$ cat src/rtl/crc_pkg.sv
// crc_pkg
//   Shared definitions for the crc_stream engine: the FSM state encoding,
//   the cycles-per-word calculation and the parameter legality check.
package crc_pkg;

    typedef enum logic [0:0] {
        IDLE  = 1'b0,
        SHIFT = 1'b1
    } state_e;

    // Number of SHIFT cycles needed to consume one input word.
    function automatic int cycles_per_word(input int data_w, input int bits_per_cyc);
        return data_w / bits_per_cyc;
    endfunction

    // A word must split into a whole number of per-cycle bit groups, and the
    // CRC register must fit in 1..32 bits.
    function automatic bit params_legal(input int crc_w, input int data_w, input int bits_per_cyc);
        return (crc_w >= 1) && (crc_w <= 32) && (data_w >= 1) && (bits_per_cyc >= 1)
            && (bits_per_cyc <= data_w) && ((data_w % bits_per_cyc) == 0);
    endfunction

endpackage

$ cat src/rtl/crc_stream_if.sv
// crc_stream_if
//   Word-stream bus between a packet source (master) and the crc_stream
//   engine (slave).
//   master drives : clr, in_data, in_valid, in_last
//   slave drives  : in_ready, busy, word_done, crc_valid, crc
interface crc_stream_if #(
    parameter int DATA_W = 8,
    parameter int CRC_W  = 8
);

    logic              clr;
    logic [DATA_W-1:0] in_data;
    logic              in_valid;
    logic              in_last;
    logic              in_ready;
    logic              busy;
    logic              word_done;
    logic              crc_valid;
    logic [CRC_W-1:0]  crc;

    modport master (
        output clr, in_data, in_valid, in_last,
        input  in_ready, busy, word_done, crc_valid, crc
    );

    modport slave (
        input  clr, in_data, in_valid, in_last,
        output in_ready, busy, word_done, crc_valid, crc
    );

endinterface

$ cat src/rtl/crc_lfsr_step.sv
// crc_lfsr_step
//   Combinational CRC update for BITS_PER_CYC serial bits.
//   reg_in  : CRC register before the update
//   bits_in : input bits, bits_in[BITS_PER_CYC-1] is applied first
//   reg_out : CRC register after all bits are applied
module crc_lfsr_step #(
    parameter int          CRC_W        = 8,
    parameter logic [31:0] POLY         = 32'h07,
    parameter int          BITS_PER_CYC = 1
) (
    input  logic [CRC_W-1:0]        reg_in,
    input  logic [BITS_PER_CYC-1:0] bits_in,
    output logic [CRC_W-1:0]        reg_out
);

    localparam logic [CRC_W-1:0] POLY_W = POLY[CRC_W-1:0];

    logic [CRC_W-1:0] acc;
    logic             fb;

    // Unrolled chain of single-bit LFSR steps; the shift drops the old top
    // bit, whose contribution is carried by the feedback term.
    always_comb begin
        acc = reg_in;
        fb  = 1'b0;
        for (int i = BITS_PER_CYC - 1; i >= 0; i--) begin
            fb  = acc[CRC_W-1] ^ bits_in[i];
            acc = (acc << 1) ^ (fb ? POLY_W : '0);
        end
        reg_out = acc;
    end

endmodule

$ cat src/rtl/crc_stream.sv
// crc_stream
//   Parametrised CRC engine for framed word streams. Accepts one DATA_W-bit
//   word per valid/ready handshake and folds BITS_PER_CYC bits per clock into
//   the CRC register, pulsing word_done per word and crc_valid per frame.
//   clk : clock
//   rst : asynchronous active-high reset
//   bus : crc_stream_if slave modport (clr, in_data, in_valid, in_last in;
//         in_ready, busy, word_done, crc_valid, crc out)
module crc_stream
    import crc_pkg::*;
#(
    parameter int          CRC_W        = 8,
    parameter logic [31:0] POLY         = 32'h07,
    parameter logic [31:0] INIT         = 32'h0,
    parameter logic [31:0] XOR_OUT      = 32'h0,
    parameter int          DATA_W       = 8,
    parameter int          BITS_PER_CYC = 1,
    parameter bit          MSB_FIRST    = 1'b1
) (
    input  logic         clk,
    input  logic         rst,
    crc_stream_if.slave  bus
);

    generate
        if (!params_legal(CRC_W, DATA_W, BITS_PER_CYC)) begin : g_bad_params
            $error("crc_stream: BITS_PER_CYC must divide DATA_W and CRC_W must be 1..32");
        end
    endgenerate

    localparam int               N        = cycles_per_word(DATA_W, BITS_PER_CYC);
    localparam int               CNT_W    = (N > 1) ? $clog2(N) : 1;
    localparam logic [CNT_W-1:0] LAST_CNT = CNT_W'(N - 1);
    localparam logic [CRC_W-1:0] INIT_W   = INIT[CRC_W-1:0];
    localparam logic [CRC_W-1:0] XOR_W    = XOR_OUT[CRC_W-1:0];
    localparam logic [0:0]       ST_IDLE  = IDLE;
    localparam logic [0:0]       ST_SHIFT = SHIFT;

    logic [0:0]        state_q, state_d;
    logic [CNT_W-1:0]  count_q, count_d;
    logic [DATA_W-1:0] data_q, data_d;
    logic              last_q, last_d;
    logic              first_q, first_d;
    logic [CRC_W-1:0]  crc_q, crc_d;
    logic              word_done_q, word_done_d;
    logic              crc_valid_q, crc_valid_d;

    logic                    final_cyc;
    logic                    ready;
    logic                    accept;
    logic [BITS_PER_CYC-1:0] step_bits;
    logic [CRC_W-1:0]        step_base;
    logic [CRC_W-1:0]        step_out;
    logic [DATA_W-1:0]       data_shifted;

    // The last SHIFT cycle of a word can also accept the next word, which
    // is what gives one word per N cycles when the source keeps up.
    assign final_cyc = (state_q == ST_SHIFT) && (count_q == LAST_CNT);
    assign ready     = !bus.clr && ((state_q == ST_IDLE) || final_cyc);
    assign accept    = bus.in_valid && ready;

    // The register keeps the previous frame's result until the first update
    // of the next frame, so that update starts from INIT instead.
    assign step_base = first_q ? INIT_W : crc_q;

    // Pick this cycle's bit group so the first bit on the wire lands in the
    // top position of step_bits, which the step module applies first.
    always_comb begin
        step_bits = '0;
        for (int i = 0; i < BITS_PER_CYC; i++) begin
            if (MSB_FIRST) begin
                step_bits[i] = data_q[DATA_W - BITS_PER_CYC + i];
            end else begin
                step_bits[i] = data_q[BITS_PER_CYC - 1 - i];
            end
        end
        data_shifted = MSB_FIRST ? (data_q << BITS_PER_CYC) : (data_q >> BITS_PER_CYC);
    end

    crc_lfsr_step #(
        .CRC_W        (CRC_W),
        .POLY         (POLY),
        .BITS_PER_CYC (BITS_PER_CYC)
    ) u_step (
        .reg_in  (step_base),
        .bits_in (step_bits),
        .reg_out (step_out)
    );

    // Next-state logic. clr overrides everything and discards the word in
    // flight without any completion pulse.
    always_comb begin
        state_d     = state_q;
        count_d     = count_q;
        data_d      = data_q;
        last_d      = last_q;
        first_d     = first_q;
        crc_d       = crc_q;
        word_done_d = 1'b0;
        crc_valid_d = 1'b0;

        if (bus.clr) begin
            state_d = ST_IDLE;
            count_d = '0;
            crc_d   = INIT_W;
            first_d = 1'b1;
        end else begin
            if (state_q == ST_SHIFT) begin
                crc_d   = step_out;
                data_d  = data_shifted;
                first_d = 1'b0;
                count_d = count_q + 1'b1;
                if (final_cyc) begin
                    word_done_d = 1'b1;
                    crc_valid_d = last_q;
                    first_d     = last_q;
                    state_d     = ST_IDLE;
                    count_d     = '0;
                end
            end
            if (accept) begin
                data_d  = bus.in_data;
                last_d  = bus.in_last;
                count_d = '0;
                state_d = ST_SHIFT;
            end
        end
    end

    always_ff @(posedge clk or posedge rst) begin
        if (rst) begin
            state_q     <= ST_IDLE;
            count_q     <= '0;
            data_q      <= '0;
            last_q      <= 1'b0;
            first_q     <= 1'b1;
            crc_q       <= INIT_W;
            word_done_q <= 1'b0;
            crc_valid_q <= 1'b0;
        end else begin
            state_q     <= state_d;
            count_q     <= count_d;
            data_q      <= data_d;
            last_q      <= last_d;
            first_q     <= first_d;
            crc_q       <= crc_d;
            word_done_q <= word_done_d;
            crc_valid_q <= crc_valid_d;
        end
    end

    assign bus.in_ready  = ready;
    assign bus.busy      = (state_q == ST_SHIFT);
    assign bus.word_done = word_done_q;
    assign bus.crc_valid = crc_valid_q;
    assign bus.crc       = crc_q ^ XOR_W;

endmodule

$ cat src/flat_wrapper.sv
// flat-port wrapper written by rule: the top's interface ports become plain ports
module crc_stream_flat import crc_pkg::*;
#(
    parameter int          CRC_W        = 8,
    parameter logic [31:0] POLY         = 32'h07,
    parameter logic [31:0] INIT         = 32'h0,
    parameter logic [31:0] XOR_OUT      = 32'h0,
    parameter int          DATA_W       = 8,
    parameter int          BITS_PER_CYC = 1,
    parameter bit          MSB_FIRST    = 1'b1
)
  (clk, rst, bus_clr, bus_in_data, bus_in_valid, bus_in_last, bus_in_ready, bus_busy, bus_word_done, bus_crc_valid, bus_crc);
  crc_stream_if #(.DATA_W(DATA_W), .CRC_W(CRC_W)) bus_i ();
  input  logic clk;
  input  logic rst;
  input wire logic [$bits(bus_i.clr)-1:0] bus_clr;
  input wire logic [$bits(bus_i.in_data)-1:0] bus_in_data;
  input wire logic [$bits(bus_i.in_valid)-1:0] bus_in_valid;
  input wire logic [$bits(bus_i.in_last)-1:0] bus_in_last;
  output wire logic [$bits(bus_i.in_ready)-1:0] bus_in_ready;
  output wire logic [$bits(bus_i.busy)-1:0] bus_busy;
  output wire logic [$bits(bus_i.word_done)-1:0] bus_word_done;
  output wire logic [$bits(bus_i.crc_valid)-1:0] bus_crc_valid;
  output wire logic [$bits(bus_i.crc)-1:0] bus_crc;
  assign bus_i.clr = bus_clr;
  assign bus_i.in_data = bus_in_data;
  assign bus_i.in_valid = bus_in_valid;
  assign bus_i.in_last = bus_in_last;
  assign bus_in_ready = bus_i.in_ready;
  assign bus_busy = bus_i.busy;
  assign bus_word_done = bus_i.word_done;
  assign bus_crc_valid = bus_i.crc_valid;
  assign bus_crc = bus_i.crc;
  crc_stream #(.CRC_W(CRC_W), .POLY(POLY), .INIT(INIT), .XOR_OUT(XOR_OUT), .DATA_W(DATA_W), .BITS_PER_CYC(BITS_PER_CYC), .MSB_FIRST(MSB_FIRST)) u_core (.clk(clk), .rst(rst), .bus(bus_i));
endmodule
$ cat config.mk
export PLATFORM = sky130hd
export DESIGN_NAME = crc_stream_flat
export DESIGN_NICKNAME = d
export VERILOG_FILES = /design/src/rtl/crc_pkg.sv /design/src/rtl/crc_stream_if.sv /design/src/rtl/crc_lfsr_step.sv /design/src/rtl/crc_stream.sv /design/src/flat_wrapper.sv
export SDC_FILE = /design/constraint.sdc
export NUM_CORES = 1
export LEC_CHECK = 0
export ABC_AREA = 1
export BUFFER_PORTS_ARGS = -buffer_cell sky130_fd_sc_hd__clkbuf_2
export CAP_MARGIN = 20
export CORE_MARGIN = 1
export CORE_UTILIZATION = 40
export CTS_CLUSTER_DIAMETER = 50
export CTS_CLUSTER_SIZE = 24
export DETAILED_ROUTE_END_ITERATION = 8
export PLACE_DENSITY_LB_ADDON = 0.25
export SLEW_MARGIN = 15
export SYNTH_ARGS = -nofsm -noshare
export SYNTH_HDL_FRONTEND = slang
export SYNTH_SLANG_ARGS = --single-unit
$ cat constraint.sdc
create_clock -name clk -period 1.41 [get_ports clk]
set_clock_uncertainty 0.2 [all_clocks]
set_input_delay 0.2115 -clock clk [delete_from_list [all_inputs] [get_ports clk]]
set_output_delay 0.2115 -clock clk [all_outputs]
set_load 0.1 [all_outputs]
==> results of run 1 <==
==> cell type report <==
| class | instances | area share (%) |
|---|---|---|
| Timing Repair Buffer | 45 | 26.3 |
| Multi-Input combinational cell | 96 | 31.3 |
| Tap cell | 31 | 2.09 |
| Inverter | 26 | 5.80 |
| Clock buffer | 4 | 1.42 |
| Sequential cell | 24 | 33.0 |
==> cell families (layout without fill, tap and decap cells) <==
family	after synthesis	in the layout	synth area share, %
adder cells (fa/ha/maj)	2	2	2.03
AND/OR/NAND/NOR	86	87	31.5
buffers and inverters	32	75	13.4
AO/OA/AOI/OAI	7	7	4.26
flip-flops	24	24	48.8
==> worst max-delay path, delay by kind of cell, from the launching register on <==
kind,cells,cell delay [ns]
flip-flops,1,0.41
adder cells (fa/ha/maj),2,0.37
AND/OR/NAND/NOR,2,0.10
buffers and inverters,3,0.29
==> per-layer routing <==
layer	share of wire, %	up-vias
li1	-	567
met1	44	530
met2	52	30
met3	3.1	4
met4	1.1	0
met5	0	-
==> through the flow <==
| stage | cell area [µm²] | power (W) | utilization (%) | hold WS, ns |
|---|---|---|---|---|
| 6_report | 1860 | 0.00162 | 65.6 | 0.0167 |
| 3_5_place_dp | 1630 | 0.00123 | 57.5 | 0.0631 |
| 3_3_place_gp | 1630 | 0.00121 | 57.5 | 0.0490 |
| 2_1_floorplan | 1280 | 0.00110 | - | 0.0253 |
| 4_1_cts | 1780 | 0.00158 | 62.8 | 0.0126 |
| 5_1_grt | 1860 | 0.00170 | 65.6 | 0.0475 |
==> worst max path at each step <==
stage	start	endpoint	slack (ns)
5_1_grt	u_core.count_q[1]	bus_in_ready	-0.52
4_1_cts	u_core.count_q[0]	bus_in_ready	-0.48
3_3_place_gp	u_core.count_q[1]	bus_in_ready	-0.15
3_5_place_dp	u_core.count_q[1]	u_core.count_q[0]	-0.21
2_1_floorplan	u_core.count_q[0]	u_core.data_q[0]	-0.51
6_report	u_core.count_q[1]	bus_in_ready	-0.49
==> placed cells by master, fill, tap and decap left out, types with 2 or more instances in the layout <==
cell and n:
buf_12 13, nand3_1 16, nand3_2 8, inv_1 22, dfrtp_2 3, dfrtp_1 18
nand4_1 7, dfrtp_4 2, nand2_1 40, nor2_4 2, nand2_2 8, clkbuf_2 12
clkbuf_4 3, buf_4 14, o21ai_1 2, nor2_1 3, inv_4 2, dlygate4sd3_1 3
buf_6 3, nand3_4 2
==> power breakdown <==
group          internal [W]  total, W  leakage (nW)  switching, W
Combinational      0.000191  0.000492         0.648      0.000300
Sequential         0.000759  0.000803         0.308     0.0000439
Clock              0.000111  0.000322        0.0150      0.000211
Total               0.00106   0.00162         0.972      0.000556
==> state kept, by name, summed over array words and instances, names as in the netlist <==
name,cells
u_core.bus.crc_valid,1
u_core.bus.word_done,1
u_core.data_q,8
u_core.bus.busy,1
u_core.first_q,1
u_core.bus.crc,8
u_core.last_q,1
u_core.count_q,3
==> repair_timing <==
item / in CTS / in global routing
pin swaps: 6 / 10
endpoints found under the setup margin: 15 / 28
hold endpoints to repair: 26 / 0
resized for setup: 6 / 18
gates cloned: 1 / 0
hold buffers: 3 / 0
setup buffers: 6 / 4
==> results.cfg, run 1 <==
[logic_synthesis]
synth_seq_area_share_pct = 48.8
post_synth.cell_area_avg_um2 = 8.17
synth_top_cells_by_count = nand2_1, nand3_1, dfrtp_1, inv_1, nand4_1
synth-edff-count = 0
asyncSetResetFlopFracSynth_pct = 100
yosysWarningCount = 0
synth_top_cell_area_share_pct = 46.7
syn_inst = 151
mappedNetlistNets = 166
synth_largest_area_cell = dfrtp_1
synth_top_cells_by_area = dfrtp_1, nand2_1, nand3_1
yosys_register_bits = 24
synthMostInstantiatedCell = nand2_1
synth.lib_cells_used.distinct = 22
ys_dominant_reg_cell = dfrtp_1
synth.cell_area_um2 = 1230

[critical_path]
endpoint_kind = output port
r2r-start = u_core.count_q[1]
required_ns = 1.00
ff2ff_path_depth = 11
worstPathArrival_ns = 1.49
timing.setup.critical_path_class = flop to output port
slowest_delay_ns = 0.41
regToRegSetupSlack_ns = -0.43
worstSetupStartpointType = flop
crit_fanout = 2
regToRegEndpoint = u_core.data_q[4]
worst_path_max_delay_cell = dfrtp_1
cells_along_the_critical_path = ha_2, ha_4, inv_2, nand2_4, inv_4, nor2_4, buf_12

[detailed_routing]
detail-route-antenna-nets = 0
route.final.wire_length_um = 2960
post_drt_wl_per_cell_um = 13.1
drcViolationCount = 2
drt_pre_antenna_iters = 6
initial_drc_count = 18
via_per_inst = 5.00
vias = 1131

[final_layout]
register_area_um2 = 613
flow.area_growth_from_synthesis_pct = 50.5
design.final.nets = 211
final.fill_count = 226
total_area_of_multi_input_combinational_cells_um2 = 582
insertedDiodeCount = 0
finalNonFillerCells = 226
fraction_of_final_layout_cells_sized_beyond_drive_strength_1_pct = 41.5

[timing]
rsz0062_at_grt = true
timing_hold_violations_final = 0
postLayoutSetupSlackWorst_ns = -0.488
max_freq_ghz = 0.527
fin_crit_sh_pct = 135
finalMaxSlewViolations = 0
worstMarginPinSlew_ns = 0.377
final_period_minus_worst_setup_slack_ns = 1.90
setup_viol = 19
worst_slew_margin_rel_pct = 74.7
setup-tns-final_ns = -5.35

[floorplan]
coreArea_um2 = 2830
design.portCount = 25
floorplan.rows = 19
floorplan.die_area_um2 = 3310
initial_utilization_pct = 43.6
dieWidth_um = 57.5
fp.dieH_um = 57.5

[hold_path]
hold_path_class = input port to flop
min_to = u_core.data_q[2]
min-delay-start = bus_in_data[2]
min_path_cells = 5

[global_routing]
grt_antenna_before_repair = 0
global_route_total_usage_across_every_layer_pct = 18.9
global_route_wire_length_before_repair_um = 4730
globalRouteOverflowTotal = 0
grt_use_met1_pct = 23.6
gr-usage-met3_pct = 2.49
globalRoute.busiestLayer = met2
largest_net_degree_at_the_start_of_global_routing = 25
grt_pass1_vias = 1023
globalRouteMet2Util_pct = 33.2

[clocking]
cts.reportedPaths.clkPinSlew_ns = 0.13
tritoncts.num_buffers = 3
clock_insertion_delay_worst_skew_ns = 0.31
ctsRootBufferMaster = clkbuf_4
tritoncts = done
clock_sink_count = 24
cts-htree-levels = 1
cts-root-to-sink-buffers = 2

[power_and_ir_drop]
powerDensity_nw_per_um2 = 870
peakVddDrop_mv = 0.509
static-leakage-power_nw = 0.972

[place]
place.gp.congestion = 0.762
pre_cts_slack_ns = -0.211
buffer_ports.inserted = 24
dp.final_hpwl_um = 1910
place_inst = 209

[run_status]
violated_checks = DRC, setup timing
status = finished with violations

[flow_run]
drv.max_cap_violation_count = 0
No activity file was read; power rests on OpenSTA's default activity.
==> inputs of run 2 (changes only) <==
--- a/config.mk
+++ b/config.mk
@@ -9,7 +9,7 @@
 export BUFFER_PORTS_ARGS = -buffer_cell sky130_fd_sc_hd__clkbuf_2
 export CAP_MARGIN = 20
 export CORE_MARGIN = 1
-export CORE_UTILIZATION = 40
+export CORE_UTILIZATION = 48
 export CTS_CLUSTER_DIAMETER = 50
 export CTS_CLUSTER_SIZE = 24
 export DETAILED_ROUTE_END_ITERATION = 8
==> run 2 against run 1 <==
The flow finishes with violations (hold timing, setup timing). Wire length shrank 3.7%. Via count is 0.71% higher. Critical path depth unchanged. Sequential share of layout area increased by 0.61 points. Critical path type unchanged. Critical endpoint unchanged. Largest power group unchanged.
==> results.cfg, run 2 (synthesized netlist as in run 1, its figures left out) <==
[critical_path]
worst_path_max_delay_cell = dfrtp_1
critPathCapture = bus_in_ready
cells_along_the_critical_path = ha_2, ha_4, inv_2, nand2_4, inv_4, nor2_4, buf_12
ff2ff_path_depth = 10
worstPathArrival_ns = 1.48
worst-path-stages = 7
regToRegEndpoint = u_core.data_q[1]
regToRegSetupSlack_ns = -0.33
worstSetupStartpointType = flop
crit_fanout = 2
r2r-start = u_core.count_q[1]
timing.setup.critical_path_class = flop to output port
endpoint_kind = output port
required_ns = 1.00
crit_path_launch = u_core.count_q[1]
timing.critical_path.buf_inv = 3
slowest_delay_ns = 0.39
cp_top_family = flip-flops

[final_layout]
fraction_of_final_layout_cells_sized_beyond_drive_strength_1_pct = 37.5
final_cell_mix = nand2_1, inv_1, nand3_1, dfrtp_1
design.final.nets = 208
flow.area_growth_from_synthesis_pct = 47.5
insertedDiodeCount = 0
mostFrequentLayoutCell = nand2_1

[timing]
setup_viol = 19
timing_hold_violations_final = 1
max_freq_ghz = 0.528
worst_slew_margin_rel_pct = 75.6
worstMarginPinSlew_ns = 0.364
hold_slack_ns = -0.00181
postLayoutSetupSlackWorst_ns = -0.485
finalMaxSlewViolations = 0
fin_crit_sh_pct = 134
rsz0062_at_grt = true
final_period_minus_worst_setup_slack_ns = 1.89

[power_and_ir_drop]
peakVddDrop_mv = 0.696
p_int_w = 0.00110
sw_frac_of_total_pct = 33.5
powerDensity_nw_per_um2 = 909
clock_share_of_power_pct = 22.6
static-leakage-power_nw = 0.960
power.switching_w = 0.000554
share_comb_of_total_power_pct = 28.6
total_power_w = 0.00165
seq_power_share_pct = 48.9

[detailed_routing]
drcViolationCount = 0
via_per_inst = 5.13
route.final.wire_length_um = 2850
initial_drc_count = 24
detail-route-antenna-nets = 0
drt_pre_antenna_iters = 4
post_drt_wl_per_cell_um = 12.8
vias = 1139

[clocking]
tritoncts = done
clock_insertion_delay_worst_skew_ns = 0.33
cts-root-to-sink-buffers = 2
tritoncts.num_buffers = 3
cts.reportedPaths.clkPinSlew_ns = 0.12
clock_sink_count = 24
ctsRootBufferMaster = clkbuf_4
cts-htree-levels = 1

[global_routing]
global_route_wire_length_before_repair_um = 4330
grt_pass1_vias = 1035
largest_net_degree_at_the_start_of_global_routing = 25
globalRouteOverflowTotal = 0
global_route_total_usage_across_every_layer_pct = 22.1
grt_antenna_before_repair = 0

[floorplan]
floorplan.rows = 18
coreArea_um2 = 2450
floorplan.die_area_um2 = 2780
fp.dieH_um = 52.7
design.portCount = 25
dieWidth_um = 52.7
initial_utilization_pct = 50.3

[place]
buffer_ports.inserted = 24
dp.final_hpwl_um = 1920
place.gp.congestion = 0.832
pre_cts_slack_ns = -0.217

[hold_path]
hold_path_class = input port to flop

[run_status]
status = finished with violations
violated_checks = hold timing, setup timing

[flow_run]
drv.max_cap_violation_count = 0
-- run 2: cell count changes in the layout (fill, tap and decap cells not counted), sizes merged --
cell | previous run | this run
buf | 30 | 27
-- run 2: per-stage QoR --
stage / hold WS [ns] / cells / setup TNS [ns] / area, µm² / util, %
2_1_floorplan: 0.0253 / 151 / -2.00 / 1280 / -
3_3_place_gp: 0.0484 / 210 / -0.957 / 1640 / 66.8
3_5_place_dp: 0.0603 / 210 / -1.63 / 1640 / 66.8
4_1_cts: 0.00127 / 221 / -2.96 / 1760 / 71.8
5_1_grt: 0.0201 / 222 / -5.36 / 1820 / 74.1
6_report: -0.00181 / 222 / -3.90 / 1820 / 74.1
-- run 2: cell type report --
| class | instances | area, µm² |
|---|---|---|
| Fill cell | 181 | 636 |
| Sequential cell | 24 | 612 |
| Inverter | 26 | 108 |
| Clock buffer | 4 | 36.3 |
| Timing Repair Buffer | 42 | 469 |
| Multi-Input combinational cell | 96 | 557 |
| Tap cell | 30 | 37.5 |
-- run 2: how the worst min path moves through the flow --
stage,depth (start not counted),startpoint,end,slack [ns]
CTS,5,bus_in_data[2],u_core.data_q[2],0.001
detailed placement,3,rst,u_core.data_q[4],0.06
finish,5,bus_in_data[2],u_core.data_q[2],-0.002
global route,5,bus_in_data[2],u_core.data_q[2],0.02
floorplan,1,rst,u_core.bus.busy,0.03
global placement,3,rst,u_core.data_q[4],0.05
-- run 2: power by group through the flow --
stage	clock, W	combinational (W)	sequential, W
2_1_floorplan	0	0.000222	0.000876
3_3_place_gp	0	0.000402	0.000812
3_5_place_dp	0	0.000416	0.000817
4_1_cts	0.000379	0.000443	0.000805
5_1_grt	0.000396	0.000512	0.000814
6_report	0.000373	0.000472	0.000809
-- run 2: worst register-to-register path, stage by stage, from the launching register on --
cell,delay [ns]
dfrtp_1,0.41
ha_2,0.20
ha_4,0.16
inv_2,0.06
nand2_4,0.06
buf_4,0.14
buf_8,0.13
buf_6,0.12
nand4_1,0.08
nand3_2,0.07
nand2_1,0.07
-- run 2: layer usage --
layer  part of all wire [%]  GRT usage (%)  vias to the layer above  wire (µm)
li1                       -              -                      564          -
met1                     42           24.3                      540       1200
met2                     53           39.9                       29       1520
met3                    2.7           2.90                        6         76
met4                    2.0           13.2                        0         57
met5                      0              0                        -          0
-- run 2: repair_timing --
action,CTS,global route
setup endpoints to repair,14,26
pin swaps,4,14
hold buffers,3,0
hold endpoints to repair,26,0
cloned,1,0
resized for setup,6,15
setup buffers,3,2
==> inputs of run 3 (changes only) <==
--- a/config.mk
+++ b/config.mk
@@ -13,7 +13,7 @@
 export CTS_CLUSTER_DIAMETER = 50
 export CTS_CLUSTER_SIZE = 24
 export DETAILED_ROUTE_END_ITERATION = 8
-export PLACE_DENSITY_LB_ADDON = 0.25
+export PLACE_DENSITY = 0.77
 export SLEW_MARGIN = 15
 export SYNTH_ARGS = -nofsm -noshare
 export SYNTH_HDL_FRONTEND = slang
==> run 3 against run 2 <==
The run ends with setup timing left. Die area unchanged. Maximum frequency down 1.4%. Combinational power about the same. Critical endpoint unchanged. Register-to-register slack worse by 0.10 ns. Hold slack better by 0.020 ns. Largest cell class unchanged. Via count up 2.8%.
==> results.cfg, run 3 (synthesized netlist as in run 1, its figures left out) <==
[global_routing]
largest_net_degree_at_the_start_of_global_routing = 25
global_route_total_usage_across_every_layer_pct = 23.7
global_route_wire_length_before_repair_um = 4880
globalRouteOverflowTotal = 0
grt_pass1_vias = 1194
grt_antenna_before_repair = 0

[final_layout]
final_cell_mix = nand2_1, inv_1, nand3_1, dfrtp_1, buf_4
final.fill_count = 158
mostFrequentLayoutCell = nand2_1
flow.area_growth_from_synthesis_pct = 48.6
design.final.nets = 212
design_area_um2 = 1830
insertedDiodeCount = 0
fraction_of_final_layout_cells_sized_beyond_drive_strength_1_pct = 36.2

[critical_path]
worstSetupStartpointType = flop
slowest_delay_ns = 0.40
endpoint_kind = output port
worstPathArrival_ns = 1.51
cells_along_the_critical_path = ha_2, ha_4, inv_4, nand2_4, inv_4, nor2_4, buf_12
timing.setup.critical_path_class = flop to output port
regToRegSetupSlack_ns = -0.43
worst_path_max_delay_cell = dfrtp_1
crit_fanout = 2
timing.critical_path.mode_cell = inv_4
required_ns = 1.00

[place]
cell_area_after_placement_um2 = 1640
dp.final_hpwl_um = 1840
pre_cts_slack_ns = -0.198
buffer_ports.inserted = 24
place.gp.congestion = 0.751

[timing]
max_freq_ghz = 0.521
hold_slack_ns = 0.0185
final_period_minus_worst_setup_slack_ns = 1.92
rsz0062_at_grt = true
timing_hold_violations_final = 0
worstMarginPinSlew_ns = 0.325
postLayoutSetupSlackWorst_ns = -0.511
setup_viol = 16
worst_slew_margin_rel_pct = 78.3
fin_crit_sh_pct = 136
setup-tns-final_ns = -3.54
finalMaxSlewViolations = 0

[run_status]
status = finished with violations
violated_checks = setup timing

[clocking]
cts.reportedPaths.clkPinSlew_ns = 0.14
clock_sink_count = 24
cts-root-to-sink-buffers = 2
ctsRootBufferMaster = clkbuf_4
tritoncts = done
clock_insertion_delay_worst_skew_ns = 0.31
tritoncts.num_buffers = 3
cts-htree-levels = 1

[floorplan]
design.portCount = 25
floorplan.rows = 18
coreArea_um2 = 2450
initial_utilization_pct = 50.3
dieWidth_um = 52.7
floorplan.die_area_um2 = 2780
fp.dieH_um = 52.7

[detailed_routing]
detail-route-antenna-nets = 0
drcViolationCount = 0
vias = 1171
initial_drc_count = 28
via_per_inst = 5.18
route.final.wire_length_um = 2950
post_drt_wl_per_cell_um = 13.0
drt_pre_antenna_iters = 5

[power_and_ir_drop]
static-leakage-power_nw = 0.977
powerDensity_nw_per_um2 = 903
peakVddDrop_mv = 1.15

[hold_path]
hold_path_class = input port to flop

[flow_run]
drv.max_cap_violation_count = 0
run 3: path summary, 6_finish.rpt:
path	from	to	cells after the start
min	bus_in_data[1]	u_core.data_q[1]	5
max reg2reg	u_core.count_q[1]	u_core.data_q[0]	12
min in group asynchronous	rst	u_core.data_q[4]	4
max	u_core.count_q[1]	bus_in_ready	7
min reg2reg	u_core.data_q[3]	u_core.data_q[3]	2
max in group asynchronous	rst	u_core.first_q	4
run 3: critical path, delay by kind of cell (launching register included):
kind	cells	cell delay [ns]
flip-flops	1	0.40
buffers and inverters	3	0.27
AND/OR/NAND/NOR	2	0.18
adder cells (fa/ha/maj)	2	0.36
run 3: metrics by stage:
| stage | total power (W) | cells | utilization, % |
|---|---|---|---|
| floorplan | 0.00110 | 151 | - |
| global placement | 0.00121 | 210 | 66.8 |
| detailed placement | 0.00123 | 210 | 66.8 |
| CTS | 0.00163 | 225 | 73.7 |
| global route | 0.00173 | 226 | 74.7 |
| finish | 0.00165 | 226 | 74.7 |
run 3: metal layers:
layer	up-vias	global-route usage, %	wire length [µm]
met2	56	46.2	1600
met4	0	5.26	39
met3	6	2.90	122
met5	-	0	0
met1	541	26.8	1190
li1	568	-	-
run 3: area by class of cell:
| cell class | count | area [µm²] | share of cell area [%] |
|---|---|---|---|
| Clock buffer | 4 | 36.3 | 1.98 |
| Inverter | 26 | 110 | 6.01 |
| Multi-Input combinational cell | 96 | 542 | 29.6 |
| Sequential cell | 24 | 612 | 33.4 |
| Tap cell | 30 | 37.5 | 2.05 |
| Timing Repair Buffer | 46 | 495 | 27.0 |
run 3: repair_timing:
action / 4_1_cts / 5_1_grt
hold buffers: 3 / 0
hold endpoints to repair: 26 / 0
setup endpoints to repair: 16 / 26
gates cloned: 1 / 0
resized for setup: 9 / 8
pin swaps: 14 / 5
setup buffers: 7 / 3
run 3: power breakdown:
part,switching [W],internal [W]
sequential,0.0000494,0.000759
clock,0.000219,0.000157
combinational,0.000286,0.000185
total,0.000554,0.00110
